<file path="config.mk">
export PLATFORM = sky130hd
export DESIGN_NAME = quad_decoder_flat
export DESIGN_NICKNAME = d
export VERILOG_FILES = /design/src/rtl/quad_decoder_if.sv /design/src/rtl/quad_decoder.sv /design/src/flat_wrapper.sv
export SDC_FILE = /design/constraint.sdc
export NUM_CORES = 1
export LEC_CHECK = 0
export CAP_MARGIN = 20
export CELL_PAD_IN_SITES_DETAIL_PLACEMENT = 0
export CELL_PAD_IN_SITES_GLOBAL_PLACEMENT = 1
export CORE_MARGIN = 2
export CORE_UTILIZATION = 44
export DETAILED_ROUTE_END_ITERATION = 16
export PLACE_DENSITY = 0.84
export SLEW_MARGIN = 40
export SYNTH_ARGS = -nofsm -noshare
export SYNTH_HDL_FRONTEND = slang
export SYNTH_SLANG_ARGS = --single-unit
</file>
<file path="constraint.sdc">
create_clock -name clk -period 3 [get_ports clk]
set_clock_uncertainty 0.2 [all_clocks]
set_input_delay 0.75 -clock clk [delete_from_list [all_inputs] [get_ports clk]]
set_output_delay 0.75 -clock clk [all_outputs]
set_load 0.005 [all_outputs]
</file>
<file path="src/rtl/quad_decoder_if.sv">
// Encoder pin and decoder status bundle for quad_decoder.
// The slave modport is the decoder side; master is whoever drives the pins.
interface quad_decoder_if;
    logic       ena;
    logic       a_in;
    logic       b_in;
    logic       i_in;
    logic       err_clr;
    logic       step;
    logic       up;
    logic       idx;
    logic       err;
    logic       ready;
    logic [1:0] phase;

    modport master (
        output ena, a_in, b_in, i_in, err_clr,
        input  step, up, idx, err, ready, phase
    );

    modport slave (
        input  ena, a_in, b_in, i_in, err_clr,
        output step, up, idx, err, ready, phase
    );
endinterface

</file>
<file path="src/rtl/quad_decoder.sv">
// Quadrature A/B/index decoder: synchronises and deglitches the encoder pins,
// emits one-cycle step/idx strobes with direction, and flags illegal A/B jumps.
module quad_decoder #(
    parameter int unsigned FILTER_LEN = 4,
    parameter int unsigned MODE       = 4
) (
    input  logic          clk,
    input  logic          rst,
    quad_decoder_if.slave bus
);
    localparam int unsigned NPIN   = 3;
    localparam int unsigned CNT_W  = 8;
    localparam int unsigned INIT_W = 9;
    localparam int unsigned PIN_A  = 2;
    localparam int unsigned PIN_B  = 1;
    localparam int unsigned PIN_I  = 0;

    typedef enum logic {
        ST_INIT = 1'b0,
        ST_RUN  = 1'b1
    } state_t;

    state_t            state;
    state_t            state_nxt;

    logic [NPIN-1:0]   s1;
    logic [NPIN-1:0]   s2;
    logic [NPIN-1:0]   filt;
    logic [CNT_W-1:0]  cnt [NPIN];
    logic [INIT_W-1:0] init_cnt;
    logic              idx_prev;

    logic              step_q,  step_nxt;
    logic              up_q,    up_nxt;
    logic              idx_q,   idx_nxt;
    logic              err_q,   err_nxt;
    logic              ready_q, ready_nxt;
    logic [1:0]        phase_q, phase_nxt;

    logic              init_done_c;
    logic [1:0]        ab_c;
    logic [1:0]        pos_old_c;
    logic [1:0]        pos_new_c;
    logic [1:0]        delta_c;
    logic              legal_c;
    logic              counted_c;

    // Two-flop synchroniser, bit order {A, B, I}
    always_ff @(posedge clk) begin
        if (rst) begin
            s1 <= '0;
            s2 <= '0;
        end else begin
            s1 <= {bus.a_in, bus.b_in, bus.i_in};
            s2 <= s1;
        end
    end

    // INIT lasts FILTER_LEN+2 edges so s2 holds settled pin levels when loaded
    assign init_done_c = (state == ST_INIT) && (init_cnt == INIT_W'(FILTER_LEN + 1));

    always_ff @(posedge clk) begin
        if (rst) begin
            init_cnt <= '0;
        end else if ((state == ST_INIT) && !init_done_c) begin
            init_cnt <= init_cnt + INIT_W'(1);
        end
    end

    // Per-pin run-length filter: a new level must persist FILTER_LEN edges
    always_ff @(posedge clk) begin
        if (rst) begin
            filt <= '0;
            for (int p = 0; p < NPIN; p++) cnt[p] <= '0;
        end else if (init_done_c) begin
            filt <= s2;
            for (int p = 0; p < NPIN; p++) cnt[p] <= '0;
        end else if (state == ST_RUN) begin
            for (int p = 0; p < NPIN; p++) begin
                if (s2[p] == filt[p]) begin
                    cnt[p] <= '0;
                end else if (cnt[p] == CNT_W'(FILTER_LEN - 1)) begin
                    filt[p] <= s2[p];
                    cnt[p]  <= '0;
                end else begin
                    cnt[p] <= cnt[p] + CNT_W'(1);
                end
            end
        end
    end

    // Preloaded at INIT exit so an index held high through reset gives no pulse
    always_ff @(posedge clk) begin
        if (rst) begin
            idx_prev <= 1'b0;
        end else if (init_done_c) begin
            idx_prev <= s2[PIN_I];
        end else begin
            idx_prev <= filt[PIN_I];
        end
    end

    // Map {A,B} onto a 0..3 cycle position so direction is a 2-bit difference
    always_comb begin
        ab_c      = filt[PIN_A:PIN_B];
        pos_old_c = {phase_q[0], phase_q[1] ^ phase_q[0]};
        pos_new_c = {ab_c[0], ab_c[1] ^ ab_c[0]};
        delta_c   = pos_new_c - pos_old_c;
        legal_c   = delta_c[0];
        if (MODE == 2) begin
            counted_c = ab_c[1] ^ phase_q[1];
        end else if (MODE == 1) begin
            counted_c = ((phase_q == 2'b00) && (ab_c == 2'b10)) ||
                        ((phase_q == 2'b10) && (ab_c == 2'b00));
        end else begin
            counted_c = 1'b1;
        end
    end

    always_ff @(posedge clk) begin
        if (rst) begin
            state <= ST_INIT;
        end else begin
            state <= state_nxt;
        end
    end

    always_comb begin
        state_nxt = state;
        if ((state == ST_INIT) && init_done_c) begin
            state_nxt = ST_RUN;
        end
    end

    // Next values of the registered outputs; an illegal-event set beats err_clr
    always_comb begin
        step_nxt  = 1'b0;
        idx_nxt   = 1'b0;
        up_nxt    = up_q;
        err_nxt   = err_q;
        phase_nxt = phase_q;
        ready_nxt = ready_q;
        if (bus.err_clr) err_nxt = 1'b0;
        case (state)
            ST_INIT: begin
                if (init_done_c) begin
                    phase_nxt = s2[PIN_A:PIN_B];
                    ready_nxt = 1'b1;
                end
            end
            ST_RUN: begin
                if (ab_c != phase_q) begin
                    phase_nxt = ab_c;
                    if (!legal_c) begin
                        if (bus.ena) err_nxt = 1'b1;
                    end else if (bus.ena && counted_c) begin
                        step_nxt = 1'b1;
                        up_nxt   = (delta_c == 2'b01);
                    end
                end
                if (bus.ena && filt[PIN_I] && !idx_prev) idx_nxt = 1'b1;
            end
            default: begin
            end
        endcase
    end

    always_ff @(posedge clk) begin
        if (rst) begin
            step_q  <= 1'b0;
            up_q    <= 1'b1;
            idx_q   <= 1'b0;
            err_q   <= 1'b0;
            ready_q <= 1'b0;
            phase_q <= 2'b00;
        end else begin
            step_q  <= step_nxt;
            up_q    <= up_nxt;
            idx_q   <= idx_nxt;
            err_q   <= err_nxt;
            ready_q <= ready_nxt;
            phase_q <= phase_nxt;
        end
    end

    assign bus.step  = step_q;
    assign bus.up    = up_q;
    assign bus.idx   = idx_q;
    assign bus.err   = err_q;
    assign bus.ready = ready_q;
    assign bus.phase = phase_q;
endmodule
</file>
<file path="src/flat_wrapper.sv">
// flat-port wrapper written by rule: the top's interface ports become plain ports
module quad_decoder_flat 
#(
    parameter int unsigned FILTER_LEN = 4,
    parameter int unsigned MODE       = 4
)
  (clk, rst, bus_ena, bus_a_in, bus_b_in, bus_i_in, bus_err_clr, bus_step, bus_up, bus_idx, bus_err, bus_ready, bus_phase);
  quad_decoder_if bus_i ();
  input  logic clk;
  input  logic rst;
  input wire logic [$bits(bus_i.ena)-1:0] bus_ena;
  input wire logic [$bits(bus_i.a_in)-1:0] bus_a_in;
  input wire logic [$bits(bus_i.b_in)-1:0] bus_b_in;
  input wire logic [$bits(bus_i.i_in)-1:0] bus_i_in;
  input wire logic [$bits(bus_i.err_clr)-1:0] bus_err_clr;
  output wire logic [$bits(bus_i.step)-1:0] bus_step;
  output wire logic [$bits(bus_i.up)-1:0] bus_up;
  output wire logic [$bits(bus_i.idx)-1:0] bus_idx;
  output wire logic [$bits(bus_i.err)-1:0] bus_err;
  output wire logic [$bits(bus_i.ready)-1:0] bus_ready;
  output wire logic [$bits(bus_i.phase)-1:0] bus_phase;
  assign bus_i.ena = bus_ena;
  assign bus_i.a_in = bus_a_in;
  assign bus_i.b_in = bus_b_in;
  assign bus_i.i_in = bus_i_in;
  assign bus_i.err_clr = bus_err_clr;
  assign bus_step = bus_i.step;
  assign bus_up = bus_i.up;
  assign bus_idx = bus_i.idx;
  assign bus_err = bus_i.err;
  assign bus_ready = bus_i.ready;
  assign bus_phase = bus_i.phase;
  quad_decoder #(.FILTER_LEN(FILTER_LEN), .MODE(MODE)) u_core (.clk(clk), .rst(rst), .bus(bus_i));
endmodule
</file>
---- Word level (Yosys, flattened, before mapping) ----
Memories as Yosys holds them, arrays and structs flattened.
Index checks and enable logic that the tools add are counted.
word-level totals
  flip-flop bits (word level) ............. 27
  memory bits (writable) .................. 24
  bits of input ports ..................... 7
  output and inout port bits .............. 7
  word-level logic and storage cells ...... 157
  memories kept ........................... 1
memory list
  name        words  bits a word  read ports  clocked after Yosys merged registers in  wr ports  line                source
  u_core.cnt  3      8            3           0                                        3         quad_decoder.sv:29  logic [CNT_W-1:0] cnt [NPIN];
cells by class
  add/subtract/negate cells ............... 5
  equality and inequality tests ........... 14
  muxes and demuxes ....................... 87
  bitwise logic cells ..................... 17
  reduce and logical (&&, ||, !) cells .... 19
operators with widths
  operator                                                number
  2-to-1 mux 8 bit                                        12
  2-to-1 mux 1 bit                                        70
  adder 8 x 1 -> 8 bit (second input constant)            3
  equality test 8 x 2 -> 1 bit (second input constant)    3
  bitwise OR 1 bit                                        12
  adder 9 x 1 -> 9 bit (second input constant)            1
  equality test 9 x 3 -> 1 bit (second input constant)    1
  AND reduction 3 bit                                     3
  inequality test 2 x 1 -> 1 bit (second input constant)  4
  nonzero test 2 bit                                      4
  2-to-1 mux 3 bit                                        2
  logical AND 1 bit                                       5
  2-to-1 mux 2 bit                                        2
  case mux 2 bit (2 select lines)                         1
  AND reduction 2 bit                                     2
  AND reduction 4 bit                                     1
  OR reduction 4 bit                                      1
  equality test 1 bit                                     3
  inverter 1 bit                                          3
  equality test 2 x 1 -> 1 bit (second input constant)    1
  zero test 1 bit                                         2
  inequality test 2 bit                                   1
  inequality test 2 bit (second input constant)           1
  OR reduction 2 bit                                      1
  2 further kinds                                         3

---- Longest topological paths before layout ----
An unclocked memory read counts as a cell.
  word-level depth ........................ 10
  gate-level depth with buffers ........... 6
  gate-level depth less buffers ........... 5

---- Least setup slack after synthesis ----
No wires, ideal clock.
  kind .................................... flip-flop to flip-flop
  from .................................... reg u_core.filt[1]
  to ...................................... reg u_core.up_q (netlist: u_core.bus.up)
  setup time .............................. 120 ps
  data arrival time ....................... 1701 ps
  data required time ...................... 2680 ps
  slack ................................... 979 ps
  cell stages (with the launch flop) ...... 7
  clock period less this slack ............ 2021 ps
  cell sequence ........................... dfxtp_1 -> clkbuf_1 -> xnor2_1 -> ha_1 -> or2_2 -> a2111o_1 -> o31a_1
between the ends
  cells in the longest elaborated chain, start to end .. 3
  elaborated cells on any way between the ends .. 5
  classes of those cells .................. add/sub (1); eq/ne (2); bitwise (1); reduce/logical (1)
ends and longest elaborated chain
  item                                                                        line                 source
  from (decl)                                                                 quad_decoder.sv:28   logic [NPIN-1:0] filt;
  from (signal, indexed assignment)                                           quad_decoder.sv:83   filt[p] <= s2[p];
  XOR 1 bit                                                                   quad_decoder.sv:107  pos_new_c = {ab_c[0], ab_c[1] ^ ab_c[0]};
  subtractor 2 bit                                                            quad_decoder.sv:108  delta_c = pos_new_c - pos_old_c;
  equality test 2 x 1 -> 1 bit / AND reduction 4 bit (equally long branches)  -
  to (signal assigned)                                                        quad_decoder.sv:178  up_q <= up_nxt;
  to (decl)                                                                   quad_decoder.sv:34   logic up_q, up_nxt;
Several ways; a longest one is shown, not always the timed one.
A chain may end at the register's enable or synchronous reset.

---- Worst setup path after layout ----
  from .................................... reg u_core.ready_q (netlist: u_core.bus.ready)
  to ...................................... out bus_ready
RTL lines
  item                    line                 source
  from (decl)             quad_decoder.sv:37   logic ready_q, ready_nxt;
  from (signal assigned)  quad_decoder.sv:181  ready_q <= ready_nxt;
  to (decl)               flat_wrapper.sv:20   output wire logic [$bits(bus_i.ready)-1:0] bus_ready;
No word-level cell between the ends.

==> out/metrics.yaml <==
run_status:
  status: "finished, final reports clean"
critical_path:
  start_kind: "register"
  critPathTopFamily: "buffers and inverters"
  cp.buffers_inverters: 1
  crit_path_end_kind: "output port"
  cp.arrival_ns: 1.44
  path_class: "reg -> out"
  worst-path-max-fanout: 12
  slowest_delay_ns: 0.59
  worstPathCellList: "clkdlybuf4s50_1"
  crit_slowest_cell: "clkdlybuf4s50_1"
  required_ns: 2.05
clock_network:
  clkSlewWorstSetupHoldPaths_ns: 0.08
  cts_tree: "yes"
  clock_latency_ns: 0.30
  cts_resized: 0
  htreeDepth: 2
  cts_buffers: 5
  clk_path_buf_depth: 2
  cts-root-buf: "clkbuf_8"
  cts_sinks: 50
  ctsHoldBuffers: 0
  cts_setup_buffers: 0
yosys:
  syn_avg_cell_area_um2: 10.2
  synth_edf_count: 24
  yosysWarningCount: 0
  async_flop_share: 0
  synth_fp_nets: 261
  ys_types: 42
  synth_top_area_share: 0.285
  syn-instance-count: 248
  synthesis.area_um2: 2530
  synth_ff_type: "dfxtp_1"
  yosys_register_bits: 50
  synth_area_leaders: "edfxtp_1 (29%), dfxtp_1 (21%), a21oi_1 (3.8%)"
  yosys.area.top_type: "edfxtp_1"
  yosysSeqAreaShare: 0.491
place:
  placed_cells_incl_taps: 329
  hpwl_um: 3300
  place_congestion: 0.783
  port_buffers: 13
  dp_slack_ns: 0.435
power:
  peakVddDrop_mv: 0.308
  p_leak_nw: 0.945
  total_power_mw: 1.26
  power.density_nw_per_um2: 446
sta:
  setup_violations: 0
  fin_ws_ns: 0.607
  hold_viol_final: 0
  finalCriticalPeriod_ns: 2.39
  rsz0062_at_grt: "no"
  setup_tns_ns: 0
  report.final.slew_viol_count: 0
  worst_pin_slew_ns: 0.632
  slew_headroom: 0.579
  max_freq_ghz: 0.418
  period_share: 0.798
worst_hold_path:
  hold_path.class: "reg -> reg"
die:
  pin_count: 14
  rows: 27
  die_area_um2: 6370
  coreArea_um2: 5540
  die_h_um: 79.8
  dieWidth_um: 79.8
  initial_core_util: 0.456
routing:
  ant_nets: 0
  route.detailed.drc: 0
  drt_iter0_drc: 86
  firstDrtPassIters: 4
  via_count: 1882
  wl_um: 4540
  wl_per_cell_um: 13.5
  routed_via_density: 5.58
global_routing:
  grt_pass1_wl_um: 8080
  grt-ovfl-total: 0
  grt_antenna_before_repair: 0
  first_global_vias: 1745
  track_usage: 0.161
  grt_start_max_net_pins: 24
cells_and_area:
  finalNonFillerCells: 337
  multi_input_area_um2: 1210
  seq_area_um2: 1240
  final_nets: 277
  post_route_cells_drive_above_1_share: 0.0717
  num-fill-cells: 544
  syn_to_final_growth_pct: 12.1
  antenna_cells: 0
  final_util: 0.512
flow_run:
  maxCapViolCount: 0
## cell type report
class | count | share of cell area
Clock buffer | 6 | 0.0256
Clock inverter | 2 | 0.00309
Inverter | 11 | 0.0146
Multi-Input combinational cell | 178 | 0.428
Sequential cell | 50 | 0.438
Tap cell | 72 | 0.0318
Timing Repair Buffer | 18 | 0.0592
## layout by cell type (no fill, tap or decap), drive strengths merged, types with 8 or more instances in the layout
cell,n
clkdlybuf4s50,13
edfxtp,24
nor2b,9
dfxtp,26
nand2,15
nand3,11
inv,11
nor2,20
a21oi,19
xnor2,8
or3,12
o21ai,12
xor2,9
or4,9
## metrics by stage
step | hold slack (ns) | instance area [um^2]
floorplan | 0.176 | 2530
global placement | 0.193 | 2750
detailed placement | 0.197 | 2750
CTS | 0.207 | 2830
global route | 0.232 | 2830
finish | 0.202 | 2830
## path summary, 6_finish.rpt
| check | startpoint | end | slack, ns | cells after the start |
|---|---|---|---|---|
| max reg2reg | u_core.init_cnt[1]$_SDFFE_PP0N_ | u_core.cnt[2][6]$_SDFFCE_PN0P_ | 0.67 | 6 |
| min | u_core.idx_prev$_SDFF_PP0_ | u_core.bus.idx$_SDFF_PP0_ | 0.20 | 1 |
| max | u_core.bus.ready$_SDFFE_PP0P_ | bus_ready | 0.61 | 1 |
| min reg2reg | u_core.idx_prev$_SDFF_PP0_ | u_core.bus.idx$_SDFF_PP0_ | 0.20 | 1 |
## sequential cells by signal (all words and copies together), names as in the netlist, 2 cells and up
name,flops
u_core.filt,3
u_core.s2,3
u_core.bus.phase,2
u_core.cnt,24
u_core.init_cnt,9
u_core.s1,3
## synthesized netlist by cell type, types with 4 or more instances
cell       count
nand3_1       11
o2111ai_1      6
nand2_1       15
nor2b_1        9
xor2_1         9
o21ai_0       12
clkbuf_1       8
inv_1         11
or4_1          9
dfxtp_1       26
xnor2_1        8
edfxtp_1      24
nor2_1        20
ha_1           6
a21oi_1       19
or3_1         12
o31ai_1        4
## power by group
part | switching [mW] | internal, mW
sequential | 0.0316 | 0.745
clock | 0.208 | 0.161
combinational | 0.0620 | 0.0571
total | 0.301 | 0.963
## routing by layer
metal | global-route usage | part of all wire | up-vias
met1 | 0.226 | 0.52 | 893
met5 | 0 | 0 | -
met4 | 0.0610 | 0.015 | 0
li1 | - | - | 958
met3 | 0.0362 | 0.030 | 6
met2 | 0.243 | 0.44 | 25
## logic make-up (layout without fill, tap and decap cells)
kind of cell | Yosys count | count (layout) | share of synthesized area
XOR/XNOR | 18 | 18 | 0.0678
adder cells (fa/ha/maj) | 6 | 6 | 0.0297
flip-flops | 50 | 50 | 0.491
AND/OR/NAND/NOR | 98 | 98 | 0.230
buffers and inverters | 20 | 37 | 0.0297
multiplexers | 2 | 2 | 0.00891
AO/OA/AOI/OAI | 54 | 54 | 0.143
Note: power is estimated with default switching activity, not from simulation.
